File: src/rtl/weighted_round_robin.sv
// rtl/weighted_round_robin.sv - weighted round-robin pop arbiter for a bank of queues
module weighted_round_robin #(
    parameter int QUEUE_QUANTITY = 4,
    parameter int DATA_BITS      = 8,
    parameter int WEIGHT_BITS    = 4
) (
    input  logic                                  clk,
    input  logic                                  rst,
    input  logic                                  enb,
    input  logic [QUEUE_QUANTITY-1:0]             buf_empty,
    input  logic                                  dst_full,
    input  logic                                  mode,
    input  logic [QUEUE_QUANTITY*WEIGHT_BITS-1:0] weights,
    output logic [$clog2(QUEUE_QUANTITY)-1:0]     selector,
    output logic                                  out_enb,
    output logic [WEIGHT_BITS-1:0]                credit_left
);

    // DATA_BITS only guards the width derivation; the data path lives outside this block.
    localparam int SEL_BITS = (QUEUE_QUANTITY > 1 && DATA_BITS > 0) ? $clog2(QUEUE_QUANTITY) : 1;

    typedef enum logic {
        IDLE,
        SERVE
    } state_t;

    state_t                 state_q, state_d;
    logic [SEL_BITS-1:0]    sel_q, sel_d;
    logic [SEL_BITS-1:0]    ptr_q, ptr_d;
    logic [WEIGHT_BITS-1:0] cred_q, cred_d;
    logic [SEL_BITS-1:0]    scan;
    logic [SEL_BITS-1:0]    found_idx;
    logic                   found;
    logic [WEIGHT_BITS-1:0] raw_weight;
    logic [WEIGHT_BITS-1:0] found_weight;

    function automatic logic [SEL_BITS-1:0] wrap_inc(input logic [SEL_BITS-1:0] i);
        return (int'(i) == QUEUE_QUANTITY - 1) ? '0 : i + SEL_BITS'(1);
    endfunction

    // Circular search: from ptr when idle, from selector+1 (selector itself last) when serving.
    always_comb begin
        found     = 1'b0;
        found_idx = '0;
        scan      = (state_q == SERVE) ? wrap_inc(sel_q) : ptr_q;
        for (int k = 0; k < QUEUE_QUANTITY; k++) begin
            if (!found && !buf_empty[scan]) begin
                found     = 1'b1;
                found_idx = scan;
            end
            scan = wrap_inc(scan);
        end
    end

    always_comb begin
        raw_weight   = weights[int'(found_idx)*WEIGHT_BITS +: WEIGHT_BITS];
        found_weight = (!mode || raw_weight == '0) ? WEIGHT_BITS'(1) : raw_weight;
    end

    assign out_enb     = (state_q == SERVE) & enb & ~dst_full & ~buf_empty[sel_q];
    assign selector    = sel_q;
    assign credit_left = cred_q;

    always_comb begin
        state_d = state_q;
        sel_d   = sel_q;
        cred_d  = cred_q;
        ptr_d   = ptr_q;
        if (enb) begin
            case (state_q)
                IDLE: begin
                    if (found) begin
                        sel_d   = found_idx;
                        cred_d  = found_weight;
                        state_d = SERVE;
                    end
                end
                SERVE: begin
                    if (!dst_full) begin
                        // Rotate on last credit or on a granted queue that has run dry.
                        if (buf_empty[sel_q] || cred_q == WEIGHT_BITS'(1)) begin
                            if (found) begin
                                sel_d  = found_idx;
                                cred_d = found_weight;
                            end else begin
                                state_d = IDLE;
                                ptr_d   = wrap_inc(sel_q);
                                cred_d  = '0;
                            end
                        end else begin
                            cred_d = cred_q - WEIGHT_BITS'(1);
                        end
                    end
                end
                default: state_d = IDLE;
            endcase
        end
    end

    always_ff @(posedge clk) begin
        if (rst) begin
            state_q <= IDLE;
            sel_q   <= '0;
            cred_q  <= '0;
            ptr_q   <= '0;
        end else begin
            state_q <= state_d;
            sel_q   <= sel_d;
            cred_q  <= cred_d;
            ptr_q   <= ptr_d;
        end
    end

endmodule

File: config.mk
export PLATFORM = sky130hd
export DESIGN_NAME = weighted_round_robin
export DESIGN_NICKNAME = d
export VERILOG_FILES = /design/src/rtl/weighted_round_robin.sv
export SDC_FILE = /design/constraint.sdc
export NUM_CORES = 1
export LEC_CHECK = 0
export CORE_MARGIN = 2
export CORE_UTILIZATION = 40
export DETAILED_ROUTE_END_ITERATION = 8
export PLACE_DENSITY = 0.75
export RECOVER_POWER = 25
export SLEW_MARGIN = 25
export SYNTH_ARGS = -nofsm -noshare
export SYNTH_HDL_FRONTEND = slang
export SYNTH_SLANG_ARGS = --single-unit
File: constraint.sdc
create_clock -name clk -period 6.2 [get_ports clk]
set_input_delay 1.24 -clock clk [delete_from_list [all_inputs] [get_ports clk]]
set_output_delay 1.24 -clock clk [all_outputs]
set_load 0.02 [all_outputs]
==> results of run 1 <==
[Yosys cell counts, types with 2 or more instances]
cell type  number
nand2_1        10
a21oi_1         5
a211oi_1        3
nor2b_1         2
or3_1           2
mux2i_1        14
mux2_2          2
o21ai_0         3
ha_1            3
o21ai_1         2
inv_1           3
o211ai_1        2
nand4_1         3
nor2_1          8
dfxtp_1         9
nand2b_1        3
a31oi_1         2
[state kept, by name (all words and copies together), names as in the netlist]
name         flops
state_q          1
ptr_q            2
selector         2
credit_left      4
[layout make-up]
class,instances,area [µm²]
Fill cell,182,756
Multi-Input combinational cell,81,604
Timing Repair Buffer,31,310
Sequential cell,9,180
Tap cell,27,33.8
Clock buffer,4,26.3
Inverter,3,11.3
[cell families after synthesis]
family	count (synthesis)	synth area share, %
fa+ha+maj	3	4.66
compound gates	22	17.9
buf+inv	6	3.73
simple gates	39	28.4
mux	17	23.0
flops	9	22.4
[per-stage QoR]
stage          area [µm²]  hold WS (ps)  std cells  power [µW]
2_1_floorplan         806           437         96         113
3_3_place_gp         1130           443        151         142
3_5_place_dp         1130           463        151         144
4_1_cts              1160           473        155         190
5_1_grt              1170           495        155         201
6_report             1170           465        155         189
[report_power, final]
group	leakage, µW	switching (µW)	internal (µW)
combinational	0.000385	34.0	41.5
sequential	0.0000737	5.53	61.5
clock	0.0000150	21.5	24.9
total	0.000474	61.0	128
[worst min-delay path by stage]
stage	cells after the start	end
2_1_floorplan	2	ptr_q[0]
3_5_place_dp	2	ptr_q[0]
5_1_grt	2	ptr_q[0]
6_report	2	ptr_q[0]
4_1_cts	2	ptr_q[0]
3_3_place_gp	2	ptr_q[0]
[critical path, stage by stage]
cell and delay (ps):
dlygate4sd3_1 620, mux4_2 510, nor4bb_1 290, clkdlybuf4s50_1 660
[layer usage]
layer | routed length [µm] | part of all wire [%]
met3 | 114 | 5.8
met2 | 958 | 49
met1 | 858 | 43
met5 | 0 | 0
met4 | 44 | 2.2
==> impl_metrics.csv, run 1 <==
group,metric,value,unit
clocking,cts_inserted_buffers,3,
cells_and_area,n_antenna_cell,0,
die,coreArea,1920,µm²
cells_and_area,layout.nets,157,
synth,synth_top_area_cell,"dfxtp_1",
clocking,cts_resized,0,
timing,fmax,0.219,GHz
synth,async_reset_ff_share,0,%
critical_path,r2r_start,"state_q",
status,status,"complete, no violations",
timing,fin_crit_sh,73.6,%
critical_path,end_kind,"output pin",
synth,synth_cell_types,37,
timing,tightest_slew,717,ps
timing,period_needed,4560,ps
die,die_x,48.9,µm
cells_and_area,final_common_cell,"clkdlybuf4s50_1",
detailed_routing,viasPerCell,5.53,
timing,slew_viol_final,0,
clocking,clkLatencyLatePin,260,ps
synth,netlist.area_leader.share,22.4,%
critical_path,worstRegToRegCells,8,
synth,synth_edf_count,0,
global_routing,gr-max-usage-layer,"met2",
global_routing,grt.met1_usage,20.5,%
critical_path,critPathLaunch,"buf_empty[1]",
synth,synthCells,96,
clocking,cts_tree,"built",
cells_and_area,layout-drive-gt1-share,7.03,%
detailed_routing,drc,0,
clocking,clock-root-buffer,"clkbuf_4",
critical_path,crit_required,4960,ps
placed_design,dpl.hpwl,1.60,mm
timing,rsz0062_at_grt,"no",
cells_and_area,final_util,60.7,%
synth,syn_area_per_cell,8.39,µm²
synth,seq_area_frac_synth,22.4,%
global_routing,grt_overflow,0,
detailed_routing,routed_wl,1.98,mm
global_routing,grt_pass1_vias,737,
placed_design,place_ws,1710,ps
die,dieArea,2390,µm²
critical_path,worst-setup-path-type,"input port to output pin",
global_routing,met2_usage,28.8,%
detailed_routing,first_pass_iters,4,
critical_path,arrival,3320,ps
placed_design,port_buffers,31,
clocking,cts_setup_buffers,0,
global_routing,grt_util_all_layers,17.0,%
synth,yosys-top-cells-area,"dfxtp_1 22%, mux2i_1 17%, ha_1 4.7%",
clocking,hold_buffers,0,
synth,synth-seq-cells,9,
critical_path,cp-endpoint,"out_enb",
cells_and_area,final_cell_mix,"27 x clkdlybuf4s50_1, 14 x mux2i_1, 10 x nand2_1",
detailed_routing,wire_per_inst,12.7,µm
power,ir_worst_vdd,0.0972,mV
global_routing,grt_max_degree,16,
die,die_y,48.9,µm
power,leakagePower,0.000474,µW
timing,worst_slack,1640,ps
critical_path,worst_setup_path_start_kind,"input port",
critical_path,worstPathMaxFanout,7,
timing,fin_setup_tns,0,ps
timing,final_hold_viol_count,0,
global_routing,grt_antenna_before_repair,0,
timing,relSlewSlack,52.0,%
critical_path,reg2reg_slack,3160,ps
synth,synthFlopType,"dfxtp_1",
global_routing,grt_pass1_wl,3.19,mm
synth,synth_nets,124,
run,cap_violations,0,
critical_path,rr_endpoint,"credit_left[0]",
detailed_routing,vias,857,
cells_and_area,area_delta_synth_final,44.7,%
power,powerDensity,162,nW/µm²
die,num_rows,16,
clocking,cts_sinks,9,
synth,ys.warnings.count,0,
placed_design,gp_congestion,0.851,
clocking,htree_levels,1,
timing,setup_viol,0,
timing,finClkSkew,0.372,ps
die,initial_core_util,41.9,%
hold_path,hp-class,"flop to flop",
clocking,cts_buffer_depth,2,
detailed_routing,drtAntennaViolNets,0,
global_routing,grt_use_met3,2.15,%
die,io_pins,32,
synth,syn_area,806,µm²
hold_path,min-delay-start,"ptr_q[0]",
detailed_routing,drt-initial-drc-count,11,
clocking,clk_pin_slew,60,ps
(Power assumes the default switching activity.)
==> run 2: changes to the inputs <==
==> constraint.sdc (replaced) <==
create_clock -name clk -period 4.4 [get_ports clk]
set_input_delay 0.88 -clock clk [delete_from_list [all_inputs] [get_ports clk]]
set_output_delay 0.88 -clock clk [all_outputs]
set_load 0.02 [all_outputs]
==> run 2 against run 1 <==
- worst setup slack worse by 940 ps
- sequential power up 41%
- first-iteration DRC count grew 9.1%
- cell area down 0.11%
- register-to-register slack worse by 1500 ps
- non-clock buffer count grew 1
- largest power group unchanged
- highest routed layer unchanged
==> impl_metrics.csv, run 2 (synthesis gave the netlist of run 1 again) <==
group,metric,value,unit
power,ir_worst_vdd,0.0928,mV
cells_and_area,n_antenna_cell,0,
power,leakagePower,0.000474,µW
die,die_y,48.9,µm
clocking,clk_pin_slew,60,ps
clocking,htree_levels,1,
clocking,cts_resized,0,
cells_and_area,final_cell_mix,"27 x clkdlybuf4s50_1, 14 x mux2i_1, 10 x nand2_1",
detailed_routing,first_pass_iters,4,
critical_path,crit_chain,"clkdlybuf4s50_1, mux4_2, nor4bb_1, clkdlybuf4s50_1",
critical_path,worstPathMaxFanout,7,
timing,relSlewSlack,61.6,%
detailed_routing,drt-initial-drc-count,12,
timing,fin_setup_tns,0,ps
cells_and_area,final_common_cell,"clkdlybuf4s50_1",
timing,final_hold_viol_count,0,
placed_design,gp_congestion,0.873,
global_routing,grt_antenna_before_repair,0,
clocking,cts_inserted_buffers,3,
detailed_routing,drc,0,
timing,finClkSkew,0.984,ps
cells_and_area,layout.nets,158,
placed_design,dpl.hpwl,1.63,mm
hold_path,min-delay-start,"ptr_q[0]",
critical_path,worstRegToRegCells,9,
cells_and_area,layout-drive-gt1-share,7.75,%
clocking,cts_sinks,9,
clocking,cts_tree,"built",
critical_path,critPathMaxStageDelay,640,ps
clocking,clkLatencyLatePin,260,ps
timing,tightest_slew,574,ps
die,dieArea,2390,µm²
cells_and_area,largest_reg_flops,4,
timing,setup_viol,0,
detailed_routing,vias,875,
critical_path,worst-setup-path-type,"input port to output pin",
global_routing,grt_pass1_wl,3.59,mm
detailed_routing,viasPerCell,5.61,
critical_path,reg2reg_slack,1630,ps
timing,fin_crit_sh,84.0,%
timing,rsz0062_at_grt,"no",
detailed_routing,drtAntennaViolNets,0,
critical_path,arrival,2820,ps
global_routing,grt_max_degree,16,
clocking,cts_setup_buffers,0,
critical_path,worst_setup_path_start_kind,"input port",
placed_design,placed_cell_area,1140,µm²
detailed_routing,routed_wl,2.03,mm
die,io_pins,32,
hold_path,hp-class,"flop to flop",
die,initial_core_util,41.9,%
timing,hold_ws,470,ps
placed_design,port_buffers,31,
die,num_rows,16,
clocking,clock-root-buffer,"clkbuf_4",
global_routing,grt_overflow,0,
critical_path,slowest_stage,"clkdlybuf4s50_1",
power,powerDensity,229,nW/µm²
critical_path,end_kind,"output pin",
timing,fmax,0.270,GHz
critical_path,r2r_start,"state_q",
timing,slew_viol_final,0,
timing,period_needed,3700,ps
die,die_x,48.9,µm
cells_and_area,fin_area,1160,µm²
global_routing,grt_util_all_layers,18.9,%
critical_path,worst_path_most_repeated_cell,"clkdlybuf4s50_1",
global_routing,grt_pass1_vias,798,
clocking,cts_buffer_depth,2,
critical_path,rr_endpoint,"credit_left[0]",
run,cap_violations,0,
hold_path,min_to,"ptr_q[0]",
die,coreArea,1920,µm²
hold_path,whs_path_depth,2,
clocking,hold_buffers,0,
status,status,"complete, no violations",
cells_and_area,area_delta_synth_final,44.6,%
detailed_routing,wire_per_inst,13.0,µm
critical_path,crit_required,3520,ps
==> run 2: cell types whose count changed in the layout (fill, tap and decap cells not counted), sizes merged <==
| cell | previous run | this run |
|---|---|---|
| buf | 0 | 1 |
==> run 2: cell type report <==
type / instances / area, µm²
repair buffers: 32 / 318
fillers: 188 / 757
well taps: 27 / 33.8
multi-input cells: 81 / 596
flip-flops and latches: 9 / 180
inverters: 3 / 11.3
clock buffers: 4 / 26.3
==> run 2: how the worst max path moves through the flow <==
stage / from / end / slack (ps) / cells past startpoint
2_1_floorplan: buf_empty[3] / out_enb / 1450 / 2
3_3_place_gp: buf_empty[3] / out_enb / 710 / 4
3_5_place_dp: buf_empty[3] / out_enb / 700 / 4
4_1_cts: buf_empty[3] / out_enb / 700 / 4
5_1_grt: buf_empty[1] / out_enb / 630 / 4
6_report: buf_empty[3] / out_enb / 700 / 4
==> run 2: power breakdown <==
group          total (µW)  switching, µW  leakage, µW  internal (µW)
logic                 106           47.7     0.000385           58.6
registers            94.5           7.79    0.0000737           86.7
clock network        65.6           30.5    0.0000150           35.1
==> run 2: layer usage <==
layer | track usage (%) | share of wire [%] | vias to the layer above
met2 | 31.7 | 48 | 46
met1 | 23.1 | 42 | 388
met5 | 0 | 0 | -
met3 | 3.37 | 7.3 | 7
li1 | - | - | 434
met4 | 9.52 | 2.2 | 0
==> run 2: critical path: cells and delay by family <==
kind / cells / cell delay, ps
mux: 1 / 530
simple gates: 1 / 260
buf+inv: 2 / 1150
==> run 2: through the flow <==
| stage | std cells | total power [µW] | util [%] | setup slack, ps |
|---|---|---|---|---|
| floorplan | 96 | 160 | - | 1450 |
| global route | 156 | 285 | 60.6 | 634 |
| detailed placement | 152 | 203 | 59.2 | 700 |
| finish | 156 | 266 | 60.6 | 703 |
| CTS | 156 | 268 | 60.6 | 703 |
| global placement | 152 | 202 | 59.2 | 711 |
==> run 3: changes to the inputs <==
==> constraint.sdc (replaced) <==
create_clock -name clk -period 3.6 [get_ports clk]
set_input_delay 0.72 -clock clk [delete_from_list [all_inputs] [get_ports clk]]
set_output_delay 0.72 -clock clk [all_outputs]
set_load 0.02 [all_outputs]
==> run 3 against run 2 <==
- clock-buffer cell count unchanged
- core utilization unchanged
- sequential cell count unchanged
- sequential share of layout area unchanged
- die area unchanged
- worst setup slack got worse by 490 ps
- total power increased by 23%
- global-route usage decreased by 0.75 points
- clock skew about the same
- cell count unchanged
- worst hold slack got worse by 11 ps
- first-iteration DRC count increased by 25%
- critical endpoint unchanged
- largest cell class unchanged
==> impl_metrics.csv, run 3 (synthesis gave the netlist of run 1 again) <==
group,metric,value,unit
detailed_routing,drtAntennaViolNets,0,
clocking,cts_inserted_buffers,3,
timing,finClkSkew,1.01,ps
cells_and_area,layout.nets,158,
clocking,cts_setup_buffers,0,
power,p_switching,108,µW
power,share_comb_of_total_power,39.5,%
timing,slew_viol_final,0,
status,status,"complete, no violations",
global_routing,grt_pass1_vias,798,
detailed_routing,wire_per_inst,12.9,µm
critical_path,worst-path-buf-inv,2,
critical_path,crit_family,"buffers and inverters",
clocking,cts_buffer_depth,2,
clocking,clk_pin_slew,70,ps
global_routing,grt_util_all_layers,18.2,%
clocking,hold_buffers,0,
clocking,clkLatencyLatePin,270,ps
critical_path,end_kind,"output pin",
timing,period_needed,3390,ps
die,num_rows,16,
critical_path,reg2reg_slack,810,ps
detailed_routing,viasPerCell,5.43,
clocking,cts_resized,0,
clocking,cts_tree,"built",
power,sequentialPowerShare,35.3,%
cells_and_area,largest_reg_flops,4,
critical_path,crit_required,2880,ps
hold_path,hp-class,"flop to flop",
global_routing,grt_pass1_wl,3.42,mm
die,die_x,48.9,µm
clocking,htree_levels,1,
placed_design,place_ws,221,ps
timing,rsz0062_at_grt,"no",
critical_path,worst_path_most_repeated_cell,"clkdlybuf4s50_1",
timing,tightest_slew,570,ps
detailed_routing,drt-initial-drc-count,15,
cells_and_area,final_common_cell,"clkdlybuf4s50_1",
hold_path,min_to,"ptr_q[0]",
critical_path,critPathMaxStageDelay,640,ps
die,coreArea,1920,µm²
clocking,clock-root-buffer,"clkbuf_4",
global_routing,grt_max_degree,16,
timing,relSlewSlack,61.8,%
placed_design,dpl.hpwl,1.64,mm
hold_path,min-delay-start,"ptr_q[0]",
power,clkPwrFrac,25.2,%
power,leakagePower,0.000471,µW
cells_and_area,n_antenna_cell,0,
critical_path,crit_chain,"clkdlybuf4s50_1, mux4_2, nor4bb_1, clkdlybuf4s50_1",
cells_and_area,layout-drive-gt1-share,7.75,%
critical_path,rr_endpoint,"credit_left[0]",
timing,fin_setup_tns,0,ps
critical_path,worst-setup-path-type,"input port to output pin",
detailed_routing,first_pass_iters,4,
hold_path,whs_path_depth,2,
critical_path,r2r_start,"state_q",
run,cap_violations,0,
cells_and_area,fill_cells,182,
detailed_routing,routed_wl,2.02,mm
placed_design,gp_congestion,0.887,
global_routing,grt_overflow,0,
power,p_int,221,µW
power,ir_worst_vdd,0.166,mV
detailed_routing,drc,0,
die,dieArea,2390,µm²
critical_path,worst_setup_path_start_kind,"input port",
power,powerDensity,282,nW/µm²
timing,fin_crit_sh,94.1,%
detailed_routing,vias,847,
timing,setup_viol,0,
cells_and_area,area_delta_synth_final,44.6,%
cells_and_area,final_cell_mix,"28 x clkdlybuf4s50_1, 14 x mux2i_1, 10 x nand2_1",
placed_design,port_buffers,31,
timing,final_hold_viol_count,0,
die,io_pins,32,
clocking,cts_sinks,9,
power,swShare,32.8,%
global_routing,grt_antenna_before_repair,0,
timing,worst_slack,213,ps
die,die_y,48.9,µm
critical_path,arrival,2670,ps
die,initial_core_util,41.9,%
critical_path,slowest_stage,"clkdlybuf4s50_1",
timing,fmax,0.295,GHz
critical_path,worstPathMaxFanout,7,
critical_path,worstRegToRegCells,9,
power,finalPower,328,µW
-- run 3: cell count changes in the layout (fill, tap and decap cells not counted) --
cell | before | now
dlygate4sd3_1 | 4 | 3
clkdlybuf4s50_1 | 27 | 28
-- run 3: per-stage QoR --
step	hold WS, ps	utilization (%)	area (µm²)	instances
2_1_floorplan	437	-	806	96
3_3_place_gp	443	59.2	1140	152
3_5_place_dp	451	59.2	1140	152
4_1_cts	460	60.6	1160	156
5_1_grt	478	60.6	1160	156
6_report	459	60.6	1160	156
-- run 3: cell type report --
type / count / area (µm²) / share of cell area, %
clock buffer: 4 / 26.3 / 2.26
timing repair buffer: 32 / 318 / 27.3
inverter: 3 / 11.3 / 0.967
tap: 27 / 33.8 / 2.90
sequential: 9 / 180 / 15.5
multi-input combinational: 81 / 596 / 51.1
-- run 3: worst max path at each step --
stage	start	to	slack, ps	depth (start not counted)
after floorplan	buf_empty[3]	out_enb	970	2
after global placement	buf_empty[3]	out_enb	230	4
after detailed placement	buf_empty[3]	out_enb	220	4
after CTS	buf_empty[3]	out_enb	220	4
after global routing	buf_empty[1]	out_enb	160	4
final	buf_empty[3]	out_enb	210	4
-- run 3: power groups by stage --
stage                     logic, µW  clock network, µW  registers [µW]
final                           130               82.7             116
after global routing            143               88.5             117
after CTS                       131               83.0             116
after detailed placement        131                  0             118
after global placement          129                  0             118
after floorplan                74.2                  0             121
-- run 3: layer usage --
metal  track usage, %  part of all wire [%]
met4             10.5                   1.6
met3             2.76                   6.2
met5                0                     0
met1             22.6                    44
met2             29.7                    48
-- run 3: worst reg2reg max path, stage by stage, from the launching register on --
cell,delay (ps)
dfxtp_1,610
or3b_1,460
and4b_4,210
nor4b_2,260
buf_4,230
mux2i_1,210
mux2i_1,110
o311ai_1,300
nand4_1,140
a31oi_1,170
